[src/rtl/cpu_pipe_pkg.sv]
// Shared constants for the five-stage CPU pipeline registers.
package cpu_pipe_pkg;

    localparam int unsigned DW = 32;
    localparam int unsigned AW = 5;

    // Forwarding-data source indices into the fwd_src bus
    localparam int unsigned FWD_SRC_ALU = 0;
    localparam int unsigned FWD_SRC_PC8 = 1;
    localparam int unsigned FWD_SRC_HI  = 2;
    localparam int unsigned FWD_SRC_LO  = 3;

    localparam int unsigned REG_ZERO = 0;

endpackage

[src/rtl/pipe_sat_counter.sv]
// Saturating event counter with synchronous clear and asynchronous active-low reset.
module pipe_sat_counter #(
    parameter int unsigned CNTW = 16
) (
    input  logic            clk,
    input  logic            rst_n,
    input  logic            clr,
    input  logic            inc,
    output logic [CNTW-1:0] cnt
);

    // Clear beats increment; increment stops at all-ones
    always_ff @(posedge clk or negedge rst_n) begin
        if (!rst_n) begin
            cnt <= '0;
        end else if (clr) begin
            cnt <= '0;
        end else if (inc && (cnt != '1)) begin
            cnt <= cnt + CNTW'(1);
        end
    end

endmodule

[src/rtl/mem_stage_pipe_reg.sv]
// EX->MEM pipeline register with stall/flush, forwarding-source select and
// saturating stall/bubble performance counters.
module mem_stage_pipe_reg #(
    parameter  int unsigned DW   = cpu_pipe_pkg::DW,
    parameter  int unsigned AW   = cpu_pipe_pkg::AW,
    parameter  int unsigned NSRC = 4,
    parameter  int unsigned CNTW = 16,
    localparam int unsigned SELW = $clog2(NSRC)
) (
    input  logic                 clk,
    input  logic                 reset,
    input  logic                 stall_i,
    input  logic                 flush_i,
    input  logic                 valid_i,
    input  logic [DW-1:0]        ir_i,
    input  logic [DW-1:0]        pc4_i,
    input  logic [DW-1:0]        ao_i,
    input  logic [DW-1:0]        rt_i,
    input  logic [AW-1:0]        fwd_addr_i,
    input  logic [NSRC*DW-1:0]   fwd_src_i,
    input  logic [SELW-1:0]      fwd_sel_i,
    input  logic                 cnt_clr_i,
    output logic                 valid_o,
    output logic [DW-1:0]        ir_o,
    output logic [DW-1:0]        pc4_o,
    output logic [DW-1:0]        ao_o,
    output logic [DW-1:0]        rt_o,
    output logic [AW-1:0]        fwd_addr_o,
    output logic [DW-1:0]        fwd_data_o,
    output logic                 fwd_valid_o,
    output logic [CNTW-1:0]      stall_cnt_o,
    output logic [CNTW-1:0]      bubble_cnt_o
);

    import cpu_pipe_pkg::*;

    localparam int unsigned BW = $clog2(NSRC * DW);

    logic          sel_ok;
    logic [BW-1:0] src_base;
    logic [DW-1:0] fwd_mux;
    logic          load;
    logic          stall_evt;
    logic          bubble_evt;

    // Out-of-range selects fall back to the ALU slice so the mux never reads past the bus
    assign sel_ok   = 32'(fwd_sel_i) < NSRC;
    assign src_base = sel_ok ? BW'(32'(fwd_sel_i) * DW) : BW'(FWD_SRC_ALU * DW);
    assign fwd_mux  = fwd_src_i[src_base +: DW];

    assign load       = !flush_i && !stall_i;
    assign stall_evt  = stall_i && !flush_i;
    assign bubble_evt = flush_i || (load && !valid_i);

    // Priority: flush > stall > load
    always_ff @(posedge clk or negedge reset) begin
        if (!reset) begin
            valid_o    <= 1'b0;
            ir_o       <= '0;
            pc4_o      <= '0;
            ao_o       <= '0;
            rt_o       <= '0;
            fwd_addr_o <= '0;
            fwd_data_o <= '0;
        end else if (flush_i) begin
            valid_o    <= 1'b0;
            ir_o       <= '0;
            pc4_o      <= '0;
            ao_o       <= '0;
            rt_o       <= '0;
            fwd_addr_o <= '0;
            fwd_data_o <= '0;
        end else if (load) begin
            valid_o    <= valid_i;
            ir_o       <= ir_i;
            pc4_o      <= pc4_i;
            ao_o       <= ao_i;
            rt_o       <= rt_i;
            fwd_addr_o <= valid_i ? fwd_addr_i : AW'(REG_ZERO);
            fwd_data_o <= fwd_mux;
        end
    end

    // Writes to register 0 are never forwarded
    assign fwd_valid_o = valid_o && (fwd_addr_o != AW'(REG_ZERO));

    pipe_sat_counter #(.CNTW(CNTW)) u_stall_cnt (
        .clk   (clk),
        .rst_n (reset),
        .clr   (cnt_clr_i),
        .inc   (stall_evt),
        .cnt   (stall_cnt_o)
    );

    pipe_sat_counter #(.CNTW(CNTW)) u_bubble_cnt (
        .clk   (clk),
        .rst_n (reset),
        .clr   (cnt_clr_i),
        .inc   (bubble_evt),
        .cnt   (bubble_cnt_o)
    );

endmodule

[config.mk]
export PLATFORM = sky130hd
export DESIGN_NAME = mem_stage_pipe_reg
export DESIGN_NICKNAME = d
export VERILOG_FILES = /design/src/rtl/cpu_pipe_pkg.sv /design/src/rtl/pipe_sat_counter.sv /design/src/rtl/mem_stage_pipe_reg.sv
export SDC_FILE = /design/constraint.sdc
export NUM_CORES = 1
export LEC_CHECK = 0
export BUFFER_PORTS_ARGS = -buffer_cell sky130_fd_sc_hd__buf_2
export CELL_PAD_IN_SITES_DETAIL_PLACEMENT = 2
export CELL_PAD_IN_SITES_GLOBAL_PLACEMENT = 2
export CORE_ASPECT_RATIO = 0.7
export CORE_MARGIN = 1
export CORE_UTILIZATION = 25
export CTS_BUF_LIST = sky130_fd_sc_hd__clkbuf_4
export DETAILED_ROUTE_END_ITERATION = 8
export PLACE_DENSITY_LB_ADDON = 0.1
export SLEW_MARGIN = 20
export SYNTH_ARGS = -nofsm -noshare
export SYNTH_HDL_FRONTEND = slang
export SYNTH_SLANG_ARGS = --single-unit
[constraint.sdc]
create_clock -name clk -period 1.8 [get_ports clk]
set_clock_uncertainty 0.15 [all_clocks]
set_input_delay 0.27 -clock clk [delete_from_list [all_inputs] [get_ports clk]]
set_output_delay 0.27 -clock clk [all_outputs]
set_load 0.005 [all_outputs]
-- After elaboration in Yosys (flattened, before gate mapping)
Cells that the tools add are included.
- flip-flop bits (word level): 198
- output and inout port bits: 199
- add/subtract/negate cells: 2
- equal/unequal tests: 2
- shift operators: 1
- muxes and demuxes: 19
- reduce and logical (&&, ||, !) cells: 14
- operator list (operator ; number):
    $mux 32 ; 10
    $shiftx 128x8->32 ; 1
    $mux 16 ; 4
    $add 16x1->16 const B ; 2
    $ne 16x16->1 const B ; 2
    $mux 5 ; 3
    $logic_and 1x1->1 ; 6
    $reduce_bool 2->1 ; 3
    $reduce_bool 5->1 ; 1
    $logic_not 1->1 ; 3
    $mux 1 ; 2
    $logic_or 1x1->1 ; 1

-- Depth between registers and ports, before layout
- word-level depth: 7
- mapped depth: 5
- mapped depth without buffers: 5

-- By module
From an unflattened synthesis, not the netlist that was laid out.
- cell total of the unflattened synthesis: 823
- area, all modules: 9626.7 µm²
- modules (own cells, without submodules) (module ; instances ; cells an instance ; area each (µm²) ; sequential area each (µm²)):
    mem_stage_pipe_reg ; 1 ; 627 ; 7742.4 ; 4154.0
    pipe_sat_counter ; 2 ; 98 ; 942.2 ; 400.4

-- Worst setup path before layout
Ideal clock, no wire load.
- kind: register -> register
- start: reg u_stall_cnt.cnt[2]
- end: reg u_stall_cnt.cnt[15]
- arrival: 1.595 ns
- required time: 1.525 ns
- path slack: -0.069 ns
- cell stages (with the launch flop): 6
- clock period less this slack: 1.869 ns
- path through: dfrtp_1 and4_1 nand3_1 buf_2 nor4_1 mux2_2
- word-level cells in the longest chain between the ends: 3
- elaborated cells between the ends (all ways): 6
- those cells by class: add/sub: 1; eq/ne: 1; mux: 2; reduce/logical: 2
- ends and longest elaborated chain (what ; line ; RTL):
    from (decl) ; pipe_sat_counter.sv:9 ; output logic [CNTW-1:0] cnt
    from (signal assigned) ; pipe_sat_counter.sv:19 ; cnt <= cnt + CNTW'(1);
    $add 16x1->16 or $ne 16x16->1 (tied branches) ; pipe_sat_counter.sv:19, pipe_sat_counter.sv:18 ;
    $mux 16 or $logic_and 1x1->1 (tied branches) ; pipe_sat_counter.sv:18 ; end else if (inc && (cnt != '1)) begin
    $mux 16 or $reduce_bool 2->1 (tied branches) ; -- ;
Parallel ways exist; a longest one is shown, timed or not. The select of a mux whose other input is x is not followed.
A chain may end at the register's enable or synchronous reset.

-- Worst setup path in the final report
- start: reg fwd_addr_o[3]
- end: out fwd_valid_o
- word-level cells in the longest chain between the ends: 2
- ends and longest elaborated chain (what ; line ; RTL):
    from (decl) ; mem_stage_pipe_reg.sv:28 ; output logic [AW-1:0] fwd_addr_o,
    from (signal assigned) ; mem_stage_pipe_reg.sv:79 ; fwd_addr_o <= valid_i ? fwd_addr_i : AW'(REG_ZERO);
    $reduce_bool 5->1 ; mem_stage_pipe_reg.sv:85 ; assign fwd_valid_o = valid_o && (fwd_addr_o != AW'(REG_ZERO));
    $logic_and 1x1->1 ; mem_stage_pipe_reg.sv:85 ;
    to (decl) ; mem_stage_pipe_reg.sv:30 ; output logic fwd_valid_o,
Every way passes these cells.

==> flow_summary.ini <==
[status]
status = finished, violations left
failed_checks = hold timing, setup timing

[synthesis]
synth_edf_count = 0
ys_warn_count = 0
syn-cell-area_sq_mm = 0.00922
synth-main-ff-cell = dfrtp_1
async_flop_share_pct = 100
syn_nets = 1051
yosysSeqAreaShare_pct = 53.8
syn_avg_cell_area_sq_um = 11.8
yosys_register_bits = 198
ys_types = 42
postSynthCellCount = 780

[grt]
grt_usage_pct = 23.3
grt_pass1_wl_microns = 65900
grt_max_degree = 167
grtUsageMet2_pct = 42.4
globalRouteMet1Util_pct = 26.0
grt_overflow_total = 0
antenna_found_initial = 16
grt_pass1_vias = 10959
busiest_layer = met2
gr-usage-met3_pct = 5.60

[power_and_ir_drop]
clkPwrFrac_pct = 28.2
finalPower_w = 0.00974
pwr-share-comb_pct = 22.3
internal_power_w = 0.00691
vdd_drop_max_v = 0.000336
p_sw_share_pct = 29.0
power_switching_w = 0.00283
p_leak_nw = 8.56
seq_power_share_pct = 49.5
powerDensity_mw_per_mm2 = 584

[finish]
fillers = 3738
fin_area_sq_mm = 0.0167
final_layout_size_suffix_gt1_share_pct = 47.4
area_growth_pct = 81.0
final_nets = 1852

[floorplanning]
die_area_sq_mm = 0.0376
start_util_pct = 25.5
num_rows = 58
ioPinCount = 468
die_w_microns = 231
die_y_microns = 163
fp.coreArea_sq_mm = 0.0361

[clocking]
numCtsBuffers = 17
cts.clk_slew.worst_paths_ns = 0.16
cts_tree = done
cts_sinks = 198
cts.path.max_buffers = 2
root_buffer = clkbuf_4
insertion_delay_ns = 0.64
h-tree-depth = 4

[setup_path]
cp_max_fo = 2
cp.arrival_ns = 1.86
reg2reg_depth = 6
start_kind = register
end_kind = primary output
path_class = reg2out
cp_data_required_time_ns = 1.38

[hold_path]
hp-class = in2reg
holdPathStages = 4

[timing]
min_period_ns = 2.28
fin_setup_tns_ns = -3.38
fmax_mhz = 439
rsz0062_at_grt = true
hold_viol = 2
slew_headroom_pct = 45.0
fin_ws_ns = -0.479
finalMaxSlewViolations = 0
period_share_pct = 127
whs_ns = -0.0131
setup_viol = 37
worstMarginPinSlew_ns = 0.825

[placement]
port-buffer-count = 467
hpwl_microns = 29100
gp_congestion = 0.797
postPlaceCellArea_sq_mm = 0.0128

[route]
wl_per_cell_microns = 22.9
drt_iter0_drc = 487
drt_wl_total_microns = 47900
antenna_left = 0
drc_errors = 0
first_pass_iters = 4
vias = 9758
via_per_inst = 4.67

[flow_run]
max-cap-violations = 0
what timing repair did:
| item | in CTS | in global routing |
|---|---|---|
| pin swaps | 24 | 30 |
| endpoints found under the hold margin | 382 | 10 |
| gates resized for setup | 93 | 74 |
| setup endpoints to repair | 53 | 70 |
| setup buffers | 32 | 36 |
| hold buffers | 211 | 22 |
| cloned | 1 | 1 |
flip-flops by register name, summed over array words and instances, names as in the netlist:
register,count
rt_o,32
ao_o,32
fwd_addr_o,5
ir_o,32
u_bubble_cnt.cnt,16
valid_o,1
pc4_o,32
fwd_data_o,32
u_stall_cnt.cnt,16
worst max-delay path: stages, from the launching register on:
cell	delay (ns)
dfrtp_1	0.40
or4_4	0.54
o21a_1	0.19
buf_6	0.12
placed cells by master (no fill, tap or decap), types with 3 or more instances in the layout:
master,instances
nor4_4,11
nand4_1,7
clkbuf_4,21
buf_12,18
inv_1,7
mux2_4,9
a21oi_2,8
a21oi_1,12
mux2i_1,162
nand2_1,16
and4_4,3
or4_4,6
buf_2,433
nand3_1,4
o31ai_2,3
buf_6,70
or4_1,3
nand3_4,5
o31ai_1,7
or3_4,3
nor2b_1,11
dlygate4sd3_1,222
buf_4,86
dfrtp_1,190
diode_2,17
bufinv_16,3
dfrtp_2,8
nor2_1,182
mux4_2,32
power groups by stage:
stage	logic, W	registers, W	clock network [W]
after floorplan	0.000662	0.00490	0
after global placement	0.00161	0.00487	0
after detailed placement	0.00164	0.00488	0
after CTS	0.00211	0.00481	0.00285
after global routing	0.00235	0.00485	0.00301
final	0.00217	0.00482	0.00275
area by class of cell:
cell class                 instances  area, sq um  area share [%]
antenna                           17         42.5           0.255
clock buffer                      21          158           0.945
clock inverter                    11          149           0.893
inverter                           7         26.3           0.158
multi-input combinational        525         4500            27.0
sequential                       198         4960            29.8
tap                              480          601            3.60
timing repair buffer             832         6240            37.4
final timing paths:
check / from / slack (ns) / to
worst min-delay path: fwd_src_i[50] / -0.01 / fwd_data_o[18]$_DFFE_PN0P_
worst max register to register: u_bubble_cnt.cnt[8]$_DFFE_PN0P_ / -0.22 / u_bubble_cnt.cnt[5]$_DFFE_PN0P_
min in group asynchronous: reset / 0.55 / fwd_data_o[3]$_DFFE_PN0P_
worst min register to register: ir_o[12]$_DFFE_PN0P_ / 0.39 / ir_o[12]$_DFFE_PN0P_
worst max-delay path: fwd_addr_o[3]$_DFFE_PN0P_ / -0.48 / fwd_valid_o
max in group asynchronous: reset / 0.36 / rt_o[28]$_DFFE_PN0P_
layer usage:
metal | part of all wire [%] | up-vias
met5 | 0 | -
met4 | 3.6 | 0
met3 | 4.9 | 80
met2 | 55 | 283
met1 | 37 | 5021
li1 | - | 4374
metrics by stage:
step | instances | setup WS, ns | utilization (%)
after global placement | 1757 | -0.215 | 35.4
after detailed placement | 1757 | -0.223 | 35.4
after floorplan | 780 | -0.0148 | -
final | 2091 | -0.479 | 46.2
after global routing | 2090 | -0.583 | 46.1
after CTS | 2031 | -0.579 | 44.1
synthesized netlist by cell type, types with 2 or more instances:
| library cell | number | area share (%) |
|---|---|---|
| clkbuf_1 | 27 | 1.1 |
| nor2_1 | 184 | 7.5 |
| or4_1 | 9 | 0.73 |
| nand4_2 | 2 | 0.27 |
| o21bai_1 | 2 | 0.16 |
| or3_2 | 2 | 0.16 |
| mux4_2 | 32 | 7.8 |
| buf_1 | 3 | 0.12 |
| nand3_1 | 8 | 0.43 |
| o21ai_0 | 5 | 0.27 |
| buf_2 | 20 | 1.1 |
| mux2i_1 | 162 | 18 |
| nand2_1 | 17 | 0.69 |
| nor4_1 | 10 | 0.68 |
| inv_1 | 7 | 0.29 |
| and4_1 | 3 | 0.29 |
| or3_1 | 5 | 0.34 |
| o31ai_1 | 10 | 0.81 |
| a21oi_1 | 21 | 1.1 |
| o41ai_1 | 2 | 0.19 |
| ha_1 | 2 | 0.27 |
| mux2_2 | 10 | 1.2 |
| dfrtp_1 | 198 | 54 |
| nor3_1 | 4 | 0.22 |
| o311ai_0 | 2 | 0.19 |
| nand4_1 | 7 | 0.48 |
| nor2b_1 | 11 | 0.75 |
cells by family (layout without fill, tap and decap cells):
family	Yosys count	in the layout	synth area share, %
AND/OR/NAND/NOR	270	271	13.3
multiplexers	204	204	26.6
flip-flops	198	198	53.8
buffers and inverters	58	871	2.72
AO/OA/AOI/OAI	48	48	3.33
adder cells (fa/ha/maj)	2	2	0.272
other	0	17	0
(Power assumes the default switching activity.)
